--- src/rtl/sspp_job_driver.sv ---
// rtl/sspp_job_driver.sv - Start/Busy job initiator with result stream and watchdog abort.
// Optional job counters (jobs_done/jobs_timeout) when SSPP_DRV_PERF_CNT_EN is defined.
module sspp_job_driver #(
  parameter int DATA_W         = 8,
  parameter int TIMEOUT_CYCLES = 1023
) (
  input  logic              clk,
  input  logic              reset,
  input  logic              op_valid,
  output logic              op_ready,
  input  logic [DATA_W-1:0] op_a,
  input  logic [DATA_W-1:0] op_b,
  output logic              res_valid,
  input  logic              res_ready,
  output logic [DATA_W-1:0] res_data,
  output logic              res_timeout,
  output logic [DATA_W-1:0] proc_InA,
  output logic [DATA_W-1:0] proc_InB,
  output logic              proc_Start,
  input  logic              proc_Busy,
  input  logic [DATA_W-1:0] proc_Out
`ifdef SSPP_DRV_PERF_CNT_EN
  ,
  output logic [15:0]       jobs_done,
  output logic [15:0]       jobs_timeout
`endif
);

  localparam int WD_W = $clog2(TIMEOUT_CYCLES + 1);

  typedef enum logic [2:0] {
    IDLE,
    LAUNCH,
    WAIT_BUSY,
    WAIT_DONE,
    RESULT
  } stateT;

  stateT            state;
  stateT            stateNext;
  logic [WD_W-1:0]  wdCnt;
  logic [WD_W-1:0]  wdInc;
  logic             wdHit;
  logic             accept;
  logic             finishOk;
  logic             finishTo;
  logic             resTaken;

  assign op_ready = (state == IDLE);

  always_comb begin
    stateNext = state;
    accept    = 1'b0;
    finishOk  = 1'b0;
    finishTo  = 1'b0;
    resTaken  = 1'b0;
    wdInc     = wdCnt + WD_W'(1);
    // The watchdog wins over a Busy fall that lands on the same cycle.
    wdHit     = (wdInc == WD_W'(TIMEOUT_CYCLES));
    unique case (state)
      IDLE: begin
        if (op_valid) begin
          accept    = 1'b1;
          stateNext = LAUNCH;
        end
      end
      LAUNCH: stateNext = WAIT_BUSY;
      WAIT_BUSY: begin
        if (wdHit) begin
          finishTo  = 1'b1;
          stateNext = RESULT;
        end else if (proc_Busy) begin
          stateNext = WAIT_DONE;
        end
      end
      WAIT_DONE: begin
        if (wdHit) begin
          finishTo  = 1'b1;
          stateNext = RESULT;
        end else if (!proc_Busy) begin
          finishOk  = 1'b1;
          stateNext = RESULT;
        end
      end
      RESULT: begin
        if (res_ready) begin
          resTaken  = 1'b1;
          stateNext = IDLE;
        end
      end
      default: stateNext = IDLE;
    endcase
  end

  always_ff @(posedge clk or negedge reset) begin
    if (!reset) begin
      state       <= IDLE;
      wdCnt       <= '0;
      proc_Start  <= 1'b0;
      proc_InA    <= '0;
      proc_InB    <= '0;
      res_valid   <= 1'b0;
      res_data    <= '0;
      res_timeout <= 1'b0;
    end else begin
      state      <= stateNext;
      proc_Start <= accept;
      if (accept) begin
        proc_InA <= op_a;
        proc_InB <= op_b;
      end
      if (state == LAUNCH) begin
        wdCnt <= '0;
      end else if (state == WAIT_BUSY || state == WAIT_DONE) begin
        wdCnt <= wdInc;
      end
      if (finishOk) begin
        res_data    <= proc_Out;
        res_timeout <= 1'b0;
        res_valid   <= 1'b1;
      end else if (finishTo) begin
        res_data    <= '0;
        res_timeout <= 1'b1;
        res_valid   <= 1'b1;
      end else if (resTaken) begin
        res_valid <= 1'b0;
      end
    end
  end

`ifdef SSPP_DRV_PERF_CNT_EN
  always_ff @(posedge clk or negedge reset) begin
    if (!reset) begin
      jobs_done    <= '0;
      jobs_timeout <= '0;
    end else if (resTaken) begin
      if (jobs_done != 16'hFFFF) begin
        jobs_done <= jobs_done + 16'd1;
      end
      if (res_timeout && jobs_timeout != 16'hFFFF) begin
        jobs_timeout <= jobs_timeout + 16'd1;
      end
    end
  end
`endif

endmodule

--- config.mk ---
export PLATFORM = sky130hd
export DESIGN_NAME = sspp_job_driver
export DESIGN_NICKNAME = d
export VERILOG_FILES = /design/src/rtl/sspp_job_driver.sv
export SDC_FILE = /design/constraint.sdc
export NUM_CORES = 1
export LEC_CHECK = 0
export ABC_AREA = 1
export CAP_MARGIN = 0
export CORE_ASPECT_RATIO = 0.7
export CORE_MARGIN = 2
export CORE_UTILIZATION = 45
export DETAILED_ROUTE_END_ITERATION = 16
export HOLD_SLACK_MARGIN = 0.06
export PLACE_DENSITY = 0.74
export SETUP_SLACK_MARGIN = 0.15
export SYNTH_ARGS = -nofsm -noshare
export SYNTH_HDL_FRONTEND = slang
export SYNTH_SLANG_ARGS = --single-unit
export TNS_END_PERCENT = 100
--- constraint.sdc ---
create_clock -name clk -period 2.5 [get_ports clk]
set_clock_uncertainty 0.1 [all_clocks]
set_input_delay 0.5 -clock clk [delete_from_list [all_inputs] [get_ports clk]]
set_output_delay 0.5 -clock clk [all_outputs]
set_load 0.01 [all_outputs]
[Word level (Yosys, flattened, before mapping)]
Index checks and enable logic that the tools add are counted.
Storage, ports and cells
  flip-flop bits (word level): 40
  output and inout port bits: 28
  word-level logic and storage cells: 50
Operators by class
  $add $sub $neg: 1
  equal/unequal tests: 9
  mux-type cells: 25
  reductions and logical operators: 7
Operator list (count)
  10-bit two-way mux: 2
  3-bit two-way mux: 6
  8-bit two-way mux: 2
  3-bit one-hot mux with 5 select lines: 1
  1-bit two-way mux: 14
  10-bit by 1-bit adder with 10-bit output (second input constant): 1
  10-bit equality test (second input constant): 1
  3-bit by 2-bit equality test with 1-bit output (second input constant): 2
  3-bit inequality test (second input constant): 2
  2-bit inequality test (second input constant): 2
  4-bit AND reduction: 1
  2-bit nonzero test: 2
  3-bit by 1-bit equality test with 1-bit output (second input constant): 1
  3-bit equality test (second input constant): 1
  3-bit logical NOT: 1
  3-bit nonzero test: 1
  2-bit OR reduction: 1
  1-bit logical OR: 1

[Longest topological paths before layout]
  word-level depth: 6
  mapped depth: 14

[Least setup slack after synthesis]
Ideal clock, no wire load.
  path type: register to register
  start: register wdCnt[0]
  end: register state[2]
  setup time: 0.118 ns
  arrival time: 1.574 ns
  setup slack: 0.708 ns
  stages on the path, launching flop included: 15
  buffers on the path: 1
  clock period less this slack: 1.792 ns
  cell sequence: dfrtp_1 ha_1 nand2_2 inv_1 nand2_1 nand2_1 nor2_1 nand3_1 nor2_2 nand2_4 nand3b_4 buf_8 nand2_2 inv_2 nand2_1
On the way
  word-level cells in the longest chain between the ends: 4
  elaborated cells on any way between the ends: 8
Ends and longest elaborated chain
  start: declaration: RTL line 41  | logic [WD_W-1:0] wdCnt;
  start signal: assignment: RTL line 115  | wdCnt <= wdInc;
  10-bit by 1-bit adder with 10-bit output (*): RTL line 57  | wdInc = wdCnt + WD_W'(1);
  10-bit equality test (*): RTL line 59  | wdHit = (wdInc == WD_W'(TIMEOUT_CYCLES));
  3-bit two-way mux (tied with other cells): RTL line 77  | if (wdHit) begin
  3-bit one-hot mux with 5 select lines / 4-bit AND reduction (equally long branches)
  end signal: assignment: RTL line 106  | state <= stateNext;
  end: declaration: RTL line 39  | stateT state;
Mark *: on every way between the ends. The rest lies on a longest branch, timed or not.
A chain may end at the register's enable or synchronous reset.

[Worst setup path in the final report]
  start: register state[0]
  end: output port op_ready
On the way
  word-level cells in the longest chain between the ends: 1
Ends and longest elaborated chain
  3-bit logical NOT: RTL line 49  | assign op_ready = (state == IDLE);
  end: declaration: RTL line 10  | output logic op_ready,
No other way between the ends.

==> results.cfg <==
[run_status]
status = completed

[critical_path]
crit_fanout = 4
critPathTopFamily = buffers and inverters
required_ps = 1900
crit_path_end_kind = output port
slowest_delay_ps = 560
cp.arrival_ps = 1600
r2r_cells = 12
path_cells = nor2_1, nand2_1, inv_1, clkdlybuf4s50_1
startpoint_type = flip-flop
critPathBufInv = 2
critPathKind = flip-flop to output port
path_depth = 4
cpMaxStageDelayCell = clkdlybuf4s50_1

[clock_tree]
cts_tree = yes
clock_path_buffers = 2
cts_resized = 0
clkTransAtPathRegs_ps = 70
hold_buffers = 0
clkSinkCount = 40
clkLatencyLatePin_ps = 280
postCtsSetupBuffers = 0
cts-buffers-inserted = 5
cts-root-buf = clkbuf_8
htree_levels = 2

[sta]
timing.final.crit_share = 0.879
holdWs_ps = 223
rsz0062_at_grt = no
setup_viol = 0
tightest_slew_ps = 857
clock.fmax_mhz = 455
hold_violations = 0
setup_tns_ps = 0
drv_slew = 0
period_needed_ps = 2200
slew_headroom = 0.429

[grt]
overflow = 0
grt_pass1_wl_um = 6820
grt_pass1_vias = 1561
antenna_found_initial = 0
track_usage = 0.192
grt_max_degree = 41

[layout]
antenna_cells = 0
fin_area_mm2 = 0.00256
areaGrowthSynthToFinish_pct = 37.2
finalNetCount = 323
multi_input_area_um2 = 751
fillerInstances = 361
drive_gt1_frac = 0.0822
area.sequential_mm2 = 0.00100

[yosys]
yosys.cell_types.count = 26
ys_ff_latch = 40
synthMuxAreaShare = 0
synth_top_family_by_area = simple AND/OR/NAND/NOR gates
synth-xor-area-share = 0.00938
synth_fp_nets = 260
synth.yosys.warnings = 0
yosys.area_share.simple = 0.332
yosys.area_share.adder = 0.0134
netlist_area_mm2 = 0.00187
yosysSeqAreaShare = 0.536
synth_compound_area_frac = 0.0469
synth_area_per_cell_um2 = 8.15
syn_inst = 229

[floorplanning]
die_h_um = 57.9
row_count = 19
start_util = 0.473
coreArea_mm2 = 0.00395
die-area_mm2 = 0.00469
ios = 57
die_x_um = 81.0

[drt]
ant_nets = 0
drt_iter0_drc = 60
via_per_inst = 4.84
wl_per_cell_um = 11.9
wl_um = 4110
vias = 1664
drtPass1Iterations = 4
drcViolationCount = 0

[placement]
io_buffer_count = 56
dp_hpwl_um = 2960
placed_cell_area_mm2 = 0.00248
place.gp.congestion = 0.943

[power_and_ir_drop]
p_sw_mw = 0.936
power_frac_clock = 0.152
totalPowerFinal_mw = 2.60
p_int_mw = 1.66
sw_frac_of_total = 0.360
vdd_drop_max_v = 0.000619
p_per_area_mw_per_mm2 = 1010
pwr-share-comb = 0.449
seqPwrFrac = 0.399
p_leak_nw = 1.29

[run]
cap_viol_max_count = 0

[hold_path]
hold_class = primary input to asynchronous set/reset pin
-- final timing paths --
check                                         from                 endpoint  slack [ps]
setup / recovery              state[0]$_DFFE_PN0P_                 op_ready         300
hold / removal                               reset     wdCnt[5]$_DFFE_PN0P_         220
setup reg to reg              wdCnt[1]$_DFFE_PN0P_  res_data[4]$_DFFE_PN0P_         440
hold reg to reg            proc_InB[0]$_DFFE_PN0P_  proc_InB[0]$_DFFE_PN0P_         380
max in group asynchronous                    reset     wdCnt[9]$_DFFE_PN0P_        1540
min in group clk           proc_InB[0]$_DFFE_PN0P_  proc_InB[0]$_DFFE_PN0P_         380
-- cell usage after synthesis --
| master | number | area share |
|---|---|---|
| nor2_1 | 9 | 0.018 |
| nor2_2 | 4 | 0.013 |
| o21ai_1 | 1 | 0.0027 |
| nor3_1 | 1 | 0.0027 |
| nand2_1 | 99 | 0.20 |
| inv_1 | 19 | 0.038 |
| nand2_4 | 1 | 0.0060 |
| xor2_1 | 2 | 0.0094 |
| clkinv_1 | 1 | 0.0020 |
| nand3b_4 | 1 | 0.011 |
| nand2_2 | 3 | 0.010 |
| clkbuf_1 | 1 | 0.0020 |
| nand3_2 | 1 | 0.0054 |
| ha_1 | 2 | 0.013 |
| dfrtp_1 | 40 | 0.54 |
| nor2_4 | 1 | 0.0060 |
| o22ai_1 | 2 | 0.0067 |
| nand3_1 | 20 | 0.054 |
| buf_8 | 1 | 0.0080 |
| inv_4 | 1 | 0.0034 |
| a21oi_1 | 2 | 0.0054 |
| nand4_1 | 1 | 0.0034 |
| inv_2 | 2 | 0.0040 |
| buf_4 | 1 | 0.0040 |
| o21ai_0 | 12 | 0.032 |
| nand3b_1 | 1 | 0.0040 |
-- placed cells by master (no fill, tap or decap), types with 2 or more instances in the layout --
| cell type | n |
|---|---|
| inv_2 | 2 |
| nor2_2 | 4 |
| nand2_1 | 99 |
| buf_4 | 3 |
| xor2_1 | 2 |
| nand3_1 | 20 |
| o21ai_0 | 12 |
| a21oi_1 | 2 |
| o22ai_1 | 2 |
| inv_1 | 19 |
| ha_1 | 2 |
| clkbuf_8 | 5 |
| nor2_1 | 9 |
| nand2_2 | 3 |
| clkdlybuf4s50_1 | 55 |
| dfrtp_1 | 40 |
-- per-stage QoR --
step,utilization,setup slack [ps],std cells
2_1_floorplan,-,708,229
3_3_place_gp,0.629,543,337
3_5_place_dp,0.629,451,337
4_1_cts,0.649,291,344
5_1_grt,0.649,211,344
6_report,0.649,303,344
-- power groups by stage --
stage          clock network, mW  registers [mW]  logic (mW)
2_1_floorplan                  0            1.12       0.485
3_3_place_gp                   0            1.05        1.16
3_5_place_dp                   0            1.04        1.18
4_1_cts                    0.413            1.04        1.18
5_1_grt                    0.440            1.07        1.30
6_report                   0.395            1.04        1.17
-- state kept, by name, indices dropped and copies added (netlist names) --
register     flops
wdCnt           10
proc_InA         8
proc_InB         8
res_data         8
state            3
proc_Start       1
res_timeout      1
res_valid        1
-- cell type report --
cell class	instances	share of cell area
Clock inverter	1	0.00195
Sequential cell	40	0.391
Inverter	23	0.0347
Timing Repair Buffer	59	0.226
Multi-Input combinational cell	163	0.293
Tap cell	52	0.0254
Clock buffer	6	0.0283
-- cell families (layout without fill, tap and decap cells) --
kind of cell | Yosys count | after routing
AO/OA/AOI/OAI | 17 | 17
XOR/XNOR | 2 | 2
adder cells (fa/ha/maj) | 2 | 2
buffers and inverters | 26 | 89
flip-flops | 40 | 40
AND/OR/NAND/NOR | 142 | 142
-- layer usage --
layer | GRT usage | part of all wire | vias to the layer above
li1 | - | - | 843
met1 | 0.254 | 0.49 | 768
met2 | 0.285 | 0.42 | 51
met3 | 0.0841 | 0.086 | 2
met4 | 0.0654 | 0.0078 | 0
met5 | 0 | 0 | -
Note: power is estimated with default switching activity, not from simulation.
